<file path="config.mk">
export PLATFORM = sky130hd
export DESIGN_NAME = regfile_wb_arbiter
export DESIGN_NICKNAME = d
export VERILOG_FILES = /design/src/rtl/regfile_wb_arbiter_pkg.sv /design/src/rtl/regfile_wb_arbiter_rr_arb2.sv /design/src/rtl/regfile_wb_arbiter.sv
export SDC_FILE = /design/constraint.sdc
export NUM_CORES = 1
export LEC_CHECK = 0
export CORE_UTILIZATION = 40
export DETAILED_ROUTE_END_ITERATION = 10
export PLACE_DENSITY_LB_ADDON = 0.15
export SLEW_MARGIN = 20
export SYNTH_ARGS = -nofsm -noshare
export SYNTH_HDL_FRONTEND = slang
export SYNTH_SLANG_ARGS = --single-unit
</file>
<file path="constraint.sdc">
create_clock -name clk -period 4.1 [get_ports clk]
set_clock_uncertainty 0.1 [all_clocks]
set_input_delay 1.025 -clock clk [delete_from_list [all_inputs] [get_ports clk]]
set_output_delay 1.025 -clock clk [all_outputs]
set_load 0.03 [all_outputs]
</file>
<file path="src/rtl/regfile_wb_arbiter_pkg.sv">
// Shared definitions for the register-file writeback arbiter slice.
//   DATA_W   : writeback data width
//   ADDR_W   : register address width
//   NUM_REGS : number of architectural registers (2**ADDR_W)
//   REQ_ALU  : requester index of the main pipeline (ALU/load result)
//   REQ_LL   : requester index of the long-latency unit (mul/div)
package regfile_wb_arbiter_pkg;

  localparam int DATA_W   = 32;
  localparam int ADDR_W   = 5;
  localparam int NUM_REGS = 2 ** ADDR_W;

  localparam logic REQ_ALU = 1'b0;
  localparam logic REQ_LL  = 1'b1;

endpackage

</file>
<file path="src/rtl/regfile_wb_arbiter_rr_arb2.sv">
// Two-way round-robin arbiter, reusable for any shared single-port resource.
//   clk, rst : clock, synchronous active-high reset
//   valid    : [1:0] request lines
//   grant    : [1:0] one-hot grant (combinational), zero when nobody asks
//   favoured : index of the requester that wins the next conflict
//
// A grant is a completed handshake: the consumer behind this arbiter never
// stalls, so grant[i] doubles as ready for requester i.
module rr_arb2
  import regfile_wb_arbiter_pkg::*;
(
  input  logic       clk,
  input  logic       rst,
  input  logic [1:0] valid,
  output logic [1:0] grant,
  output logic       favoured
);

  // The register holds the requester that wins a tie. After any grant the
  // other requester becomes favoured, so the winner drops to lowest priority.
  always_comb begin
    grant = 2'b00;
    case (valid)
      2'b01:   grant = 2'b01;
      2'b10:   grant = 2'b10;
      2'b11:   grant = (favoured == REQ_LL) ? 2'b10 : 2'b01;
      default: grant = 2'b00;
    endcase
  end

  always_ff @(posedge clk) begin
    if (rst) begin
      favoured <= REQ_ALU;
    end else if (grant != 2'b00) begin
      favoured <= grant[0] ? REQ_LL : REQ_ALU;
    end
  end

endmodule

</file>
<file path="src/rtl/regfile_wb_arbiter.sv">
// Shares the register file's single write port between the main pipeline
// (req0) and the long-latency unit (req1), and keeps a pending-write
// scoreboard for RAW-hazard stalls in the issue stage.
//   clk, rst                  : clock, synchronous active-high reset
//   reqN_valid/ready/addr/data: writeback requesters (ready combinational)
//   reserve_valid/addr        : issue stage marks a register as pending
//   RegWrite/WriteReg/WriteData: registered register-file write port
//   busy_mask                 : bit i set while a write to reg i is pending
//   sb_err                    : sticky, set when a reserve hits a busy reg
//
// Handshake: a requester's write transfers on a rising edge where both its
// valid and ready are high. ready depends only on the valid inputs and the
// arbitration pointer, never on ready, and the register file never stalls.
module regfile_wb_arbiter
  import regfile_wb_arbiter_pkg::*;
#(
  parameter int DATA_W = regfile_wb_arbiter_pkg::DATA_W,
  parameter int ADDR_W = regfile_wb_arbiter_pkg::ADDR_W
) (
  input  logic                 clk,
  input  logic                 rst,
  input  logic                 req0_valid,
  output logic                 req0_ready,
  input  logic [ADDR_W-1:0]    req0_addr,
  input  logic [DATA_W-1:0]    req0_data,
  input  logic                 req1_valid,
  output logic                 req1_ready,
  input  logic [ADDR_W-1:0]    req1_addr,
  input  logic [DATA_W-1:0]    req1_data,
  input  logic                 reserve_valid,
  input  logic [ADDR_W-1:0]    reserve_addr,
  output logic                 RegWrite,
  output logic [ADDR_W-1:0]    WriteReg,
  output logic [DATA_W-1:0]    WriteData,
  output logic [2**ADDR_W-1:0] busy_mask,
  output logic                 sb_err
);

  localparam int NREGS = 2 ** ADDR_W;

  logic [1:0]        reqValid;
  logic [1:0]        grant;
  logic              favoured;
  logic              handshake;
  logic [ADDR_W-1:0] selAddr;
  logic [DATA_W-1:0] selData;

  assign reqValid = {req1_valid, req0_valid};

  rr_arb2 u_arb (
    .clk      (clk),
    .rst      (rst),
    .valid    (reqValid),
    .grant    (grant),
    .favoured (favoured)
  );

  assign req0_ready = grant[REQ_ALU];
  assign req1_ready = grant[REQ_LL];
  assign handshake  = |grant;
  assign selAddr    = grant[REQ_LL] ? req1_addr : req0_addr;
  assign selData    = grant[REQ_LL] ? req1_data : req0_data;

  // Output stage. Register 0 is hardwired, so an address-0 grant is
  // consumed here without ever raising the write enable. Without a
  // handshake the address/data hold so the port stays quiet.
  always_ff @(posedge clk) begin
    if (rst) begin
      RegWrite  <= 1'b0;
      WriteReg  <= '0;
      WriteData <= '0;
    end else if (handshake) begin
      RegWrite  <= (selAddr != '0);
      WriteReg  <= selAddr;
      WriteData <= selData;
    end else begin
      RegWrite  <= 1'b0;
    end
  end

  // Scoreboard. Clear is applied before set so that a reservation landing
  // on the same edge as the commit of the previous write survives.
  logic [NREGS-1:0] busyNext;
  logic             reserveLive;
  logic             reserveHitBusy;

  assign reserveLive    = reserve_valid && (reserve_addr != '0);
  assign reserveHitBusy = reserveLive && busy_mask[reserve_addr];

  always_comb begin
    busyNext = busy_mask;
    if (RegWrite) begin
      busyNext[WriteReg] = 1'b0;
    end
    if (reserveLive) begin
      busyNext[reserve_addr] = 1'b1;
    end
  end

  always_ff @(posedge clk) begin
    if (rst) begin
      busy_mask <= '0;
      sb_err    <= 1'b0;
    end else begin
      busy_mask <= busyNext;
      if (reserveHitBusy) begin
        sb_err <= 1'b1;
      end
    end
  end

  // The arbitration pointer is internal to the arbiter; it is brought out
  // so it can be probed, but the top has no further use for it.
  logic unusedFavoured;
  assign unusedFavoured = favoured;

endmodule

</file>
==> results of run 1 <==
[area by class of cell]
type	count	area [um^2]	share of cell area [%]
repair buffers	162	1600	31.2
well taps	102	128	2.49
flip-flops and latches	72	1440	28.2
multi-input cells	285	1720	33.6
clock inverters	4	76.3	1.49
clock buffers	12	155	3.03
[Yosys cell counts, drive strengths merged (2+ instances only)]
| master | instances |
|---|---|
| nand3b | 5 |
| a211oi | 15 |
| buf | 8 |
| nand3 | 3 |
| nand2 | 55 |
| and3 | 2 |
| o21ai | 32 |
| and3b | 4 |
| a2111oi | 2 |
| nor3 | 2 |
| nor2 | 25 |
| mux2i | 21 |
| a22oi | 25 |
| nand4b | 2 |
| a21boi | 2 |
| or4 | 2 |
| dfxtp | 72 |
| a21oi | 57 |
| or3b | 2 |
| mux2 | 9 |
| nor3b | 8 |
| clkbuf | 26 |
[critical path, stage by stage]
cell             delay, ps
clkdlybuf4s50_1        520
a21boi_4               200
buf_4                  460
nor2_1                 140
buf_4                  200
[state kept, by name, summed over array words and instances (netlist names)]
signal	cells
RegWrite	1
WriteData	32
WriteReg	5
busy_mask	32
sb_err	1
u_arb.favoured	1
[cell families after synthesis]
group | Yosys count | synth area share (%)
flip-flops | 72 | 43.8
AO/OA/AOI/OAI | 138 | 25.0
multiplexers | 30 | 9.57
buffers and inverters | 34 | 4.41
AND/OR/NAND/NOR | 117 | 17.3
[per-layer routing]
layer | wire length, um | part of all wire (%) | track usage (%) | vias up
li1 | - | - | - | 1698
met4 | 335 | 3.2 | 12.7 | 0
met2 | 5220 | 50 | 43.0 | 160
met1 | 4130 | 39 | 29.0 | 1653
met3 | 778 | 7.4 | 6.40 | 25
met5 | 0 | 0 | 0 | -
[through the flow]
stage               cells  power (uW)  setup slack, ps  area (um^2)  hold slack, ps
finish                637        1780              439         5120             397
floorplan             391         964             1050         3290             336
detailed placement    621        1150              426         4890             385
global route          637        1850              337         5120             424
global placement      621        1140              465         4890             375
CTS                   637        1790              423         5120             399
[where the power goes]
part	switching, uW	total, uW	internal [uW]
Sequential	28.8	763	734
Combinational	192	371	180
Clock	266	643	378
[worst paths after layout]
| check | startpoint | endpoint | cells past startpoint |
|---|---|---|---|
| worst max-delay path | req0_valid | req1_ready | 5 |
| worst max register to register | busy_mask[4] | sb_err | 5 |
| worst min register to register | busy_mask[3] | busy_mask[3] | 2 |
| worst min-delay path | busy_mask[3] | busy_mask[3] | 2 |
==> metrics.csv, run 1 <==
metric,value,unit
status,finished clean,
grt_max_degree,41,
cts_tree,yes,
synth_area_leader_cell,dfxtp_1,
setup_tns,0,ps
ir_worst_vdd,0.244,mV
viasPerCell,5.55,
arrival,2540,ps
post_cts_buffers,0,
utilization,65.2,%
drc,0,
final_common_cell,clkdlybuf4s50_1,
hold_path_class,reg2reg,
clockBufferDepth,2,
grt_pass1_wl,17.1,mm
coreArea,0.00785,mm^2
layout_common_cells,"clkdlybuf4s50_1 (154), dfxtp_1 (72), a21oi_1 (57), nand2_1 (55), o21ai_0 (32)",
ys_types,40,
max_cap_viol_count,0,
place.gp.congestion,0.837,
antenna_cells,0,
crit_fanout,40,
cp.required,2970,ps
synth_ff_type,dfxtp_1,
grt_usage,25.2,%
vias,3536,
yosysWarnings,0,
antenna_found_initial,0,
synth-seq-cells,72,
numCtsBuffers,9,
drive_above_1_share,6.92,%
fmax,273,MHz
reg2reg_slack,2310,ps
cts-resized-gates,0,
worstSetupPathType,in2out,
period_minus_slack,3660,ps
yosysTopAreaCellShare,43.8,%
grt_overflow,0,
slew_viol_final,0,
syn_nets,475,
grt_setup_unrepaired,false,
async_reset_ff_share,0,%
first_iter_violations,197,
die_height,92.7,um
hold_viol_final,0,
start_util,42.0,%
p_leak,0.00185,uW
min_period_over_period,89.3,%
tightest_slew,703,ps
num_rows,32,
relSlewSlack,53.0,%
fin_nets,614,
setup_viol,0,
syn_avg_cell_area,8.42,um^2
die_area,0.00860,mm^2
ant_nets,0,
hpwl,7.55,mm
crit_path_start_kind,input port,
area.growth.synth_to_final,55.4,%
io_buffer_count,156,
clk_latency,340,ps
firstDrtPassIters,5,
io-pin-count,157,
die_w,92.7,um
routed_wl,10.5,mm
post_drt_wl_per_cell,16.4,um
grt_pass1_vias,3579,
power.density,347,mW/mm^2
clk_pin_slew,70,ps
htreeDepth,3,
synth.area.top_cells,"dfxtp_1 (44%), a21oi_1 (8.7%), mux2i_1 (6.4%)",
fill_cells,698,
endpoint_kind,output port,
netlist_area,0.00329,mm^2
cts_root_buf,clkbuf_8,
hold_buffers,0,
yosysSeqAreaShare,43.8,%
synth-edff-count,0,
cts_sinks,72,
postSynthCellCount,391,
(Power assumes the default switching activity.)
==> inputs of run 2 (changes only) <==
--- a/config.mk
+++ b/config.mk
@@ -7,7 +7,7 @@
 export LEC_CHECK = 0
 export CORE_UTILIZATION = 40
 export DETAILED_ROUTE_END_ITERATION = 10
-export PLACE_DENSITY_LB_ADDON = 0.15
+export PLACE_DENSITY = 0.76
 export SLEW_MARGIN = 20
 export SYNTH_ARGS = -nofsm -noshare
 export SYNTH_HDL_FRONTEND = slang
==> run 2 against run 1 <==
Hold slack worse by 0.84 ps. Core utilization is 0.16 points higher. Die area stayed put. Sequential power hardly changed. Non-clock buffer count stayed put. Combinational power about the same. Via count fell by 1.9%. Clock power is 7.3% higher.
==> metrics.csv, run 2 (synthesized netlist as in run 1, its figures left out) <==
metric,value,unit,change
status,finished clean,,
setup_viol,0,,unchanged
final_common_cell,clkdlybuf4s50_1,,
worst_path_max_delay_cell,clkdlybuf4s50_1,,
arrival,2590,ps,+50 ps
reg2reg_from,busy_mask[4],,
hpwl,7.50,mm,-0.64%
routed_wl,10.5,mm,+0.71%
cts_tree,yes,,
grt_overflow,0,,unchanged
firstDrtPassIters,4,,-1
cp.required,2970,ps,about the same
crit_family,buffers and inverters,,
cts_root_buf,clkbuf_8,,
die_area,0.00860,mm^2,unchanged
max_cap_viol_count,0,,unchanged
reg2reg_slack,2330,ps,+20 ps
endpoint_kind,output port,,
grt_setup_unrepaired,false,,
place.gp.congestion,0.899,,+7.5%
setup_tns,0,ps,unchanged
crit_fanout,4,,-90%
drc,0,,unchanged
ir_worst_vdd,0.174,mV,-29%
reg2reg_depth,5,,unchanged
hold_viol_final,0,,unchanged
dpl_worst_slack,377,ps,-49.3 ps
reg_top3,"WriteData (32), busy_mask (32), WriteReg (5)",,
fmax,269,MHz,-1.4%
utilization,65.4,%,+0.16 points
fill_cells,705,,+1.0%
layout_common_cells,"clkdlybuf4s50_1 (154), dfxtp_1 (72), a21oi_1 (57), nand2_1 (55), o21ai_0 (32)",,
die_w,92.7,um,unchanged
period_minus_slack,3720,ps,+53.7 ps
path_cells,clkdlybuf4s50_1 > a21boi_4 > nor2_1 > clkdlybuf4s50_1,,
cts_sinks,72,,unchanged
numCtsBuffers,9,,unchanged
max_stage_delay,720,ps,+200 ps
crit_path_start_kind,input port,,
timing.rr.end,sb_err,,
min_period_over_period,90.6,%,+1.3 points
io_buffer_count,156,,unchanged
tightest_slew,1010,ps,+302 ps
post_cts_buffers,0,,unchanged
ant_nets,0,,unchanged
clk_pin_slew,80,ps,about the same
min_path_cells,2,,unchanged
hold_path_class,reg2reg,,
crit_top_cell,clkdlybuf4s50_1,,
worstSetupPathType,in2out,,
htreeDepth,3,,unchanged
post_drt_wl_per_cell,16.5,um,+0.71%
hold-path-endpoint,busy_mask[4],,
grt_pass1_wl,17.2,mm,+0.56%
grt_usage,25.6,%,+0.42 points
vias,3469,,-1.9%
grt_max_degree,56,,+37%
first_iter_violations,182,,-7.6%
relSlewSlack,33.0,%,-20 points
start_util,42.0,%,unchanged
path_buf_inv,2,,-1
antenna_cells,0,,unchanged
post_dp_cell_area,0.00489,mm^2,unchanged
power.density,356,mW/mm^2,+2.4%
grt_pass1_vias,3562,,-0.47%
cts-resized-gates,0,,unchanged
p_leak,0.00185,uW,+0.38%
clk_latency,340,ps,about the same
finish.instance_area,0.00513,mm^2,+0.24%
fin_nets,614,,unchanged
clockBufferDepth,2,,unchanged
coreArea,0.00785,mm^2,unchanged
slew_viol_final,0,,unchanged
startpoint,req1_valid,,
antenna_found_initial,0,,unchanged
num_rows,32,,unchanged
worstHoldStart,busy_mask[4],,
io-pin-count,157,,unchanged
area.growth.synth_to_final,55.8,%,
multi_input_area,0.00172,mm^2,unchanged
hold_buffers,0,,unchanged
die_height,92.7,um,unchanged
final.setup.worst_slack,385,ps,-53.7 ps
drive_above_1_share,7.10,%,+0.19 points
viasPerCell,5.45,,-1.9%
seqCellArea,0.00144,mm^2,unchanged
-- run 2: changes by cell type in the layout (fill, tap and decap cells not counted) --
cell / before / now
bufinv_16: 2 / 3
clkbuf_1: 1 / 0
clkbuf_8: 11 / 9
clkinv_2: 0 / 1
clkinv_4: 1 / 2
-- run 2: worst max path at each step --
stage,end,cells past startpoint
final,req1_ready,4
after global placement,req1_ready,4
after global routing,req1_ready,4
after floorplan,req1_ready,3
after CTS,req1_ready,4
after detailed placement,req1_ready,4
-- run 2: worst min-delay path, cell delays in order, from the launching register on --
cell     delay (ps)
dfxtp_1         320
o21ai_0          70
a21oi_1          60
-- run 2: power by group --
group | total [uW] | switching (uW) | internal (uW)
clock network | 690 | 284 | 405
registers | 763 | 28.7 | 734
logic | 372 | 193 | 180
total | 1820 | 506 | 1320
-- run 2: metal layers --
metal / vias to the layer above / track usage, % / wire (um)
met5: - / 0 / 0
met4: 0 / 12.9 / 296
met3: 23 / 7.31 / 1030
met2: 158 / 42.8 / 5050
met1: 1594 / 29.7 / 4160
li1: 1694 / - / -
-- run 2: metrics by stage --
step           power [uW]  hold WS [ps]  std cells
4_1_cts              1830           401        637
6_report             1820           396        637
5_1_grt              1890           416        637
2_1_floorplan         964           336        391
3_5_place_dp         1150           387        621
3_3_place_gp         1140           383        621
-- run 2: cell type report --
type / count / area share (%)
clock buffer: 9 / 2.41
tap: 102 / 2.49
sequential: 72 / 28.1
clock inverter: 7 / 2.34
multi-input combinational: 285 / 33.5
timing repair buffer: 162 / 31.2
